==> config.mk <==
export PLATFORM = sky130hd
export DESIGN_NAME = multi_cycle_ctrl_flat
export DESIGN_NICKNAME = d
export VERILOG_FILES = /design/src/rtl/multi_cycle_ctrl_if.sv /design/src/rtl/multi_cycle_ctrl.sv /design/src/flat_wrapper.sv
export SDC_FILE = /design/constraint.sdc
export NUM_CORES = 1
export LEC_CHECK = 0
export CORE_MARGIN = 2
export CORE_UTILIZATION = 49
export DETAILED_ROUTE_END_ITERATION = 8
export PLACE_DENSITY = 0.95
export SYNTH_ARGS = -nofsm -noshare
export SYNTH_HDL_FRONTEND = slang
export SYNTH_SLANG_ARGS = --single-unit
==> constraint.sdc <==
create_clock -name clk -period 3.15 [get_ports clk]
set_input_delay 0.63 -clock clk [delete_from_list [all_inputs] [get_ports clk]]
set_output_delay 0.63 -clock clk [all_outputs]
set_load 0.02 [all_outputs]
==> src/rtl/multi_cycle_ctrl_if.sv <==
// Instruction-memory fetch port of the multi-cycle sequencer.
// Request stays high with a stable address until ack.
interface multi_cycle_ctrl_if;
    logic        imem_req;
    logic [31:0] imem_addr;
    logic [31:0] imem_rdata;
    logic        imem_ack;

    modport master (
        output imem_req,
        output imem_addr,
        input  imem_rdata,
        input  imem_ack
    );

    modport slave (
        input  imem_req,
        input  imem_addr,
        output imem_rdata,
        output imem_ack
    );
endinterface

==> src/rtl/multi_cycle_ctrl.sv <==
// Multi-cycle RV32I sequencer: FETCH/DECODE/EXEC/WB with PC, IR,
// gated rf write enable, sticky halt on fault and single-step.
module multi_cycle_ctrl #(
    parameter logic [31:0] RESET_PC = 32'h0000_3000,
    parameter int unsigned TIMEOUT  = 255,
    parameter int unsigned TW       = 8
) (
    input  logic               clk,
    input  logic               rstn,
    input  logic               start,
    input  logic               step_mode,
    multi_cycle_ctrl_if.master imem,
    output logic [31:0]        ir,
    output logic [31:0]        pc,
    input  logic [4:0]         dec_alu_op,
    input  logic               dec_rf_we,
    output logic               rf_we,
    output logic               busy,
    output logic               halted,
    output logic [1:0]         cause,
    output logic [31:0]        instret
);

    localparam logic [2:0] IDLE   = 3'd0;
    localparam logic [2:0] FETCH  = 3'd1;
    localparam logic [2:0] DECODE = 3'd2;
    localparam logic [2:0] EXEC   = 3'd3;
    localparam logic [2:0] WB     = 3'd4;
    localparam logic [2:0] HALT   = 3'd5;

    localparam logic [4:0]    ALU_BAD = 5'b11111;
    localparam logic [31:0]   NOP     = 32'h0000_0013;
    localparam logic          TO_EN   = (TIMEOUT != 0);
    localparam logic [TW-1:0] TO_LAST = TW'(TIMEOUT - 1);

    logic [2:0]    state;
    logic [2:0]    nxt;
    logic [TW-1:0] tcnt;
    logic          ack;
    logic          to_hit;
    logic          bad_op;

    assign ack    = imem.imem_ack;
    assign to_hit = TO_EN && (tcnt == TO_LAST);
    assign bad_op = (dec_alu_op == ALU_BAD);

    assign imem.imem_req  = (state == FETCH);
    assign imem.imem_addr = pc;
    assign rf_we          = (state == WB) & dec_rf_we;

    always_comb begin
        nxt = state;
        case (state)
            IDLE:    if (start) nxt = FETCH;
            // ack beats the timeout boundary in the same cycle
            FETCH: begin
                if (ack)         nxt = DECODE;
                else if (to_hit) nxt = HALT;
            end
            DECODE:  nxt = bad_op ? HALT : EXEC;
            EXEC:    nxt = WB;
            WB:      nxt = step_mode ? IDLE : FETCH;
            HALT:    nxt = HALT;
            default: nxt = IDLE;
        endcase
    end

    always_ff @(posedge clk or negedge rstn) begin
        if (!rstn) begin
            state   <= IDLE;
            pc      <= RESET_PC;
            ir      <= NOP;
            busy    <= 1'b0;
            halted  <= 1'b0;
            cause   <= 2'b00;
            instret <= '0;
            tcnt    <= '0;
        end else begin
            state  <= nxt;
            busy   <= (nxt == FETCH) || (nxt == DECODE) ||
                      (nxt == EXEC)  || (nxt == WB);
            halted <= (nxt == HALT);
            if (state == FETCH) begin
                if (ack) begin
                    ir   <= imem.imem_rdata;
                    tcnt <= '0;
                end else begin
                    tcnt <= tcnt + TW'(1);
                    if (to_hit) cause <= 2'b10;
                end
            end
            if (state == DECODE && bad_op) cause <= 2'b01;
            if (state == WB) begin
                pc      <= pc + 32'd4;
                instret <= instret + 32'd1;
            end
        end
    end

endmodule

==> src/flat_wrapper.sv <==
// flat-port wrapper written by rule: the top's interface ports become plain ports
module multi_cycle_ctrl_flat 
#(
    parameter logic [31:0] RESET_PC = 32'h0000_3000,
    parameter int unsigned TIMEOUT  = 255,
    parameter int unsigned TW       = 8
)
  (clk, rstn, start, step_mode, ir, pc, dec_alu_op, dec_rf_we, rf_we, busy, halted, cause, instret, imem_imem_req, imem_imem_addr, imem_imem_rdata, imem_imem_ack);
  multi_cycle_ctrl_if imem_i ();
  input  logic clk;
  input  logic rstn;
  input  logic start;
  input  logic step_mode;
  output logic [31:0] ir;
  output logic [31:0] pc;
  input  logic [4:0] dec_alu_op;
  input  logic dec_rf_we;
  output logic rf_we;
  output logic busy;
  output logic halted;
  output logic [1:0] cause;
  output logic [31:0] instret;
  output wire logic [$bits(imem_i.imem_req)-1:0] imem_imem_req;
  output wire logic [$bits(imem_i.imem_addr)-1:0] imem_imem_addr;
  input wire logic [$bits(imem_i.imem_rdata)-1:0] imem_imem_rdata;
  input wire logic [$bits(imem_i.imem_ack)-1:0] imem_imem_ack;
  assign imem_imem_req = imem_i.imem_req;
  assign imem_imem_addr = imem_i.imem_addr;
  assign imem_i.imem_rdata = imem_imem_rdata;
  assign imem_i.imem_ack = imem_imem_ack;
  multi_cycle_ctrl #(.RESET_PC(RESET_PC), .TIMEOUT(TIMEOUT), .TW(TW)) u_core (.clk(clk), .rstn(rstn), .start(start), .step_mode(step_mode), .imem(imem_i), .ir(ir), .pc(pc), .dec_alu_op(dec_alu_op), .dec_rf_we(dec_rf_we), .rf_we(rf_we), .busy(busy), .halted(halted), .cause(cause), .instret(instret));
endmodule
After elaboration in Yosys (flattened, before gate mapping)
Index checks and enable logic that the tools add are counted.

Bits in registers: 111. Bits in latches: 0. Bits in writable memories: 0. Bits in read-only memories: 0. Input port bits: 43. Output and inout bits: 134. Word-level logic and storage cells: 45. Memories: 0.

Add/subtract/negate cells: 3. Multiply operators: 0. Divide/modulo/power cells: 0. $lt $le $gt $ge: 0. Eq/ne operators: 13. Shifts and indexed selects: 0. Muxes and demuxes: 11. Bitwise operators: 1. Reduce and logical (&&, ||, !) cells: 9.

Operators with widths (number): adder 32 x 1 -> 32 bit, second input constant (1); adder 32 x 3 -> 32 bit, second input constant (1); one-hot mux 3 bit (6 select lines) (1); == test 3 x 2 -> 1 bit, second input constant (4); == test 3 bit, second input constant (4); two-way mux 3 bit (4); adder 8 x 1 -> 8 bit, second input constant (1); == test 8 bit, second input constant (1); two-way mux 2 bit (4); two-way mux 8 bit (1); == test 3 x 1 -> 1 bit, second input constant (2); == test 5 bit, second input constant (1); nonzero test 2 bit (2); zero test 3 bit (1); logical OR 1 bit (3); AND reduction 3 bit (1); != test 2 x 1 -> 1 bit, second input constant (1); AND reduction 2 bit (1); bitwise AND 1 bit (1); logical AND 1 bit (1); two-way mux 1 bit (1).

Depth between registers and ports, before layout
Depth in word-level cells: 8. Mapped depth: 6. Gate-level depth less buffers: 6.

Worst setup path before layout
Ideal clock, no wire load.

Kind: register -> output. Start point: reg u_core.state[2]. End point: out imem_imem_req. Arrival time: 1286 ps. Data required time: 2520 ps. Path slack: 1234 ps. Cell stages (with the launch flop): 5. Path through: dfrtp_1 -> or3b_1 -> clkbuf_1 -> clkbuf_1 -> inv_1.

Word-level cells in the longest chain between the ends: 1.

Ends and longest elaborated chain: start: declaration (line multi_cycle_ctrl.sv:36) `logic [2:0] state;`; start signal: assignment (line multi_cycle_ctrl.sv:79) `state <= nxt;`; == test 3 x 1 -> 1 bit (line multi_cycle_ctrl.sv:47) `assign imem.imem_req = (state == FETCH);`; end: declaration (line flat_wrapper.sv:23) `output wire logic [$bits(imem_i.imem_req)-1:0] imem_imem_req;`.

No other way between the ends.

Worst setup path after layout
Start point: reg u_core.state[0]. End point: out imem_imem_req.

Same word-level chain as after synthesis.

==> impl_metrics.py <==
metrics = {
    "run_status": {
        "status": "completed",
    },
    "synth": {
        "synth_mux_area_share_pct": 7.64,
        "synth_fa_ha_area_share_pct": 0.973,
        "ys_top_cells_by_area": "dfrtp_1, mux2_2, xnor2_1, buf_4, xor2_1",
        "synth.top_cell.area_share_pct": 50.6,
        "synth_ff_type": "dfrtp_1",
        "synthCells": 442,
        "syn_area_mm2": 0.00514,
        "synth.most_common_cell": "dfrtp_1",
        "synth_area_per_cell_um2": 11.6,
        "synth_top_family_by_area": "simple AND/OR/NAND/NOR gates",
        "yosys.area.top_type": "dfrtp_1",
        "synth_simple_gate_area_share_pct": 17.9,
        "ys_seq_area_share_pct": 53.2,
        "synth-edff-count": 0,
        "yosys_warnings": 0,
        "ys_seq_elements": 109,
        "ys_top_cells_by_count": "dfrtp_1, xnor2_1, buf_4",
        "synth_cell_type_count": 49,
        "synth_async_sr_flop_share_pct": 100,
        "synth_compound_area_share_pct": 2.48,
        "synth_xor_area_share_pct": 10.6,
    },
    "pwr": {
        "p_int_mw": 3.12,
        "switchingPower_mw": 1.66,
        "p_clk_share_pct": 18.8,
        "seqPwrFrac_pct": 42.8,
        "vdd_drop_max_mv": 0.479,
        "leakagePower_nw": 2.94,
        "p_comb_share_pct": 38.4,
        "switching_share_pct": 34.7,
        "power_density_mw_per_mm2": 684,
    },
    "global_routing": {
        "grt_pass1_vias": 3745,
        "grt_max_degree": 63,
        "overflow": 0,
        "grt_use_total_pct": 20.0,
        "grt_first_pass_wirelength_mm": 18.2,
        "antenna_found_initial": 0,
    },
    "finish": {
        "layout-drive-gt1-share_pct": 13.9,
        "regArea_mm2": 0.00273,
        "multi_input_area_mm2": 0.00205,
        "fin_util_pct": 67.9,
        "antenna_cells": 0,
        "fillers": 745,
        "layout-area-overhead-vs-synth_pct": 35.8,
        "final_cells": 726,
        "final_nets": 632,
    },
    "placement": {
        "io_buffers": 172,
        "gp_congestion": 0.800,
        "dp_cells": 710,
        "dp_hpwl_mm": 8.41,
        "dpl_worst_slack_ns": 0.584,
    },
    "clocking": {
        "post-cts-setup-buffers": 0,
        "cts_tree": "built",
        "cts_max_path_buffers": 2,
        "cts_resized": 0,
        "postCtsHoldBufs": 0,
        "clk_pin_slew_worst_paths_ns": 0.11,
        "clock_latency_ns": 0.36,
        "h-tree-depth": 3,
        "cts.root.buffer_cell": "clkbuf_8",
        "cts_made_buffers": 9,
        "clkSinkCount": 109,
    },
    "floorplan": {
        "fp-row-count": 37,
        "core_area_mm2": 0.0103,
        "fp.dieW_um": 106,
        "dieArea_mm2": 0.0113,
        "ios": 177,
        "die_y_um": 106,
        "start_util_pct": 50.0,
    },
    "worst_setup_path": {
        "endpoint_kind": "output pin",
        "cp-start-kind": "flop",
        "cp.required_ns": 2.52,
        "critPathMaxFanout": 16,
        "path_class": "flop to output pin",
        "arrival_ns": 2.33,
    },
    "sta": {
        "tightestPinTransition_ns": 0.664,
        "setup_violations": 0,
        "rsz0062_at_grt": "false",
        "period_share_pct": 93.9,
        "drv_slew": 0,
        "fin_ws_ns": 0.193,
        "hold_slack_ns": 0.265,
        "fmax_ghz": 0.338,
        "maxSlewHeadroom_pct": 55.7,
        "clock_skew_ns": 0.0146,
        "finalHoldViolCount": 0,
        "period_needed_ns": 2.96,
        "tns_ns": 0,
    },
    "route": {
        "drc": 0,
        "via_count": 3763,
        "drtIter0Drc": 121,
        "drtPass1Iterations": 4,
        "wl_per_cell_um": 15.6,
        "ant_nets": 0,
        "avgViaCountPerCell": 5.18,
        "totalWireLength_mm": 11.3,
    },
    "hold_path": {
        "hp-class": "input port to async pin",
    },
    "run": {
        "drv_cap": 0,
    },
}
final timing paths:
check                      slack (ns)                                    end  depth (start not counted)                         from
setup / recovery                 0.19                          imem_imem_req                          3    u_core.state[0]$_DFF_PN0_
hold reg to reg                  0.50            u_core.cause[0]$_DFFE_PN0P_                          2  u_core.cause[0]$_DFFE_PN0P_
max in group asynchronous        2.12                u_core.halted$_DFF_PN0_                          2                         rstn
min in group clk                 0.50            u_core.cause[0]$_DFFE_PN0P_                          2  u_core.cause[0]$_DFFE_PN0P_
setup reg to reg                 0.95              u_core.ir[11]$_DFFE_PN0P_                          4    u_core.state[0]$_DFF_PN0_
hold / removal                   0.26  u_core.imem.imem_addr[20]$_DFFE_PN0N_                          1                         rstn
power by group through the flow:
stage | Sequential [mW] | Combinational, mW | Clock [mW]
2_1_floorplan | 2.33 | 0.749 | 0
3_3_place_gp | 2.04 | 1.79 | 0
3_5_place_dp | 2.07 | 1.85 | 0
4_1_cts | 2.05 | 1.86 | 0.924
5_1_grt | 2.10 | 1.95 | 0.991
6_report | 2.04 | 1.83 | 0.899
sequential cells by signal, summed over array words and instances, names as in the netlist:
signal and flops:
u_core.instret 32, u_core.cause 2, u_core.busy 1, u_core.ir 32, u_core.halted 1, u_core.state 3, u_core.imem.imem_addr 30, u_core.tcnt 8
cell type report:
type                       instances  share of cell area [%]
sequential                       109                    39.2
multi-input combinational        277                    29.3
timing repair buffer             178                    25.4
tap                              136                    2.44
clock buffer                      11                    2.17
clock inverter                     5                   0.932
inverter                          10                   0.538
layout by cell type, fill, tap and decap left out, drive strengths merged, types with 14 or more instances in the layout:
cell type      count
and3              15
clkdlybuf4s50    171
dfrtp            104
mux2              34
nand2             34
nand3             25
nand4             18
nor2              14
xnor2             40
xor2              22
per-layer routing:
metal  part of all wire [%]  GRT usage (%)  vias to the layer above
li1                       -              -                     1772
met1                     41           25.1                     1836
met2                     51           34.7                      139
met3                    5.7           3.92                       16
met4                    1.4           6.49                        0
met5                      0              0                        -
cells by family after synthesis:
kind of cell,after synthesis
simple gates,151
flops,109
xor+xnor,62
buf+inv,59
mux,35
compound gates,21
fa+ha+maj,4
other cells,1
critical path, stage by stage (launching register included):
cell	delay (ns)
dfrtp_1	0.58
or3b_1	0.61
inv_1	0.17
clkdlybuf4s50_1	0.62
through the flow:
step,power (mW),cell area (µm²)
finish,4.78,6980
global route,5.04,6980
CTS,4.83,6980
detailed placement,3.93,6770
global placement,3.83,6770
floorplan,3.07,5150
Note: power is estimated with default switching activity, not from simulation.
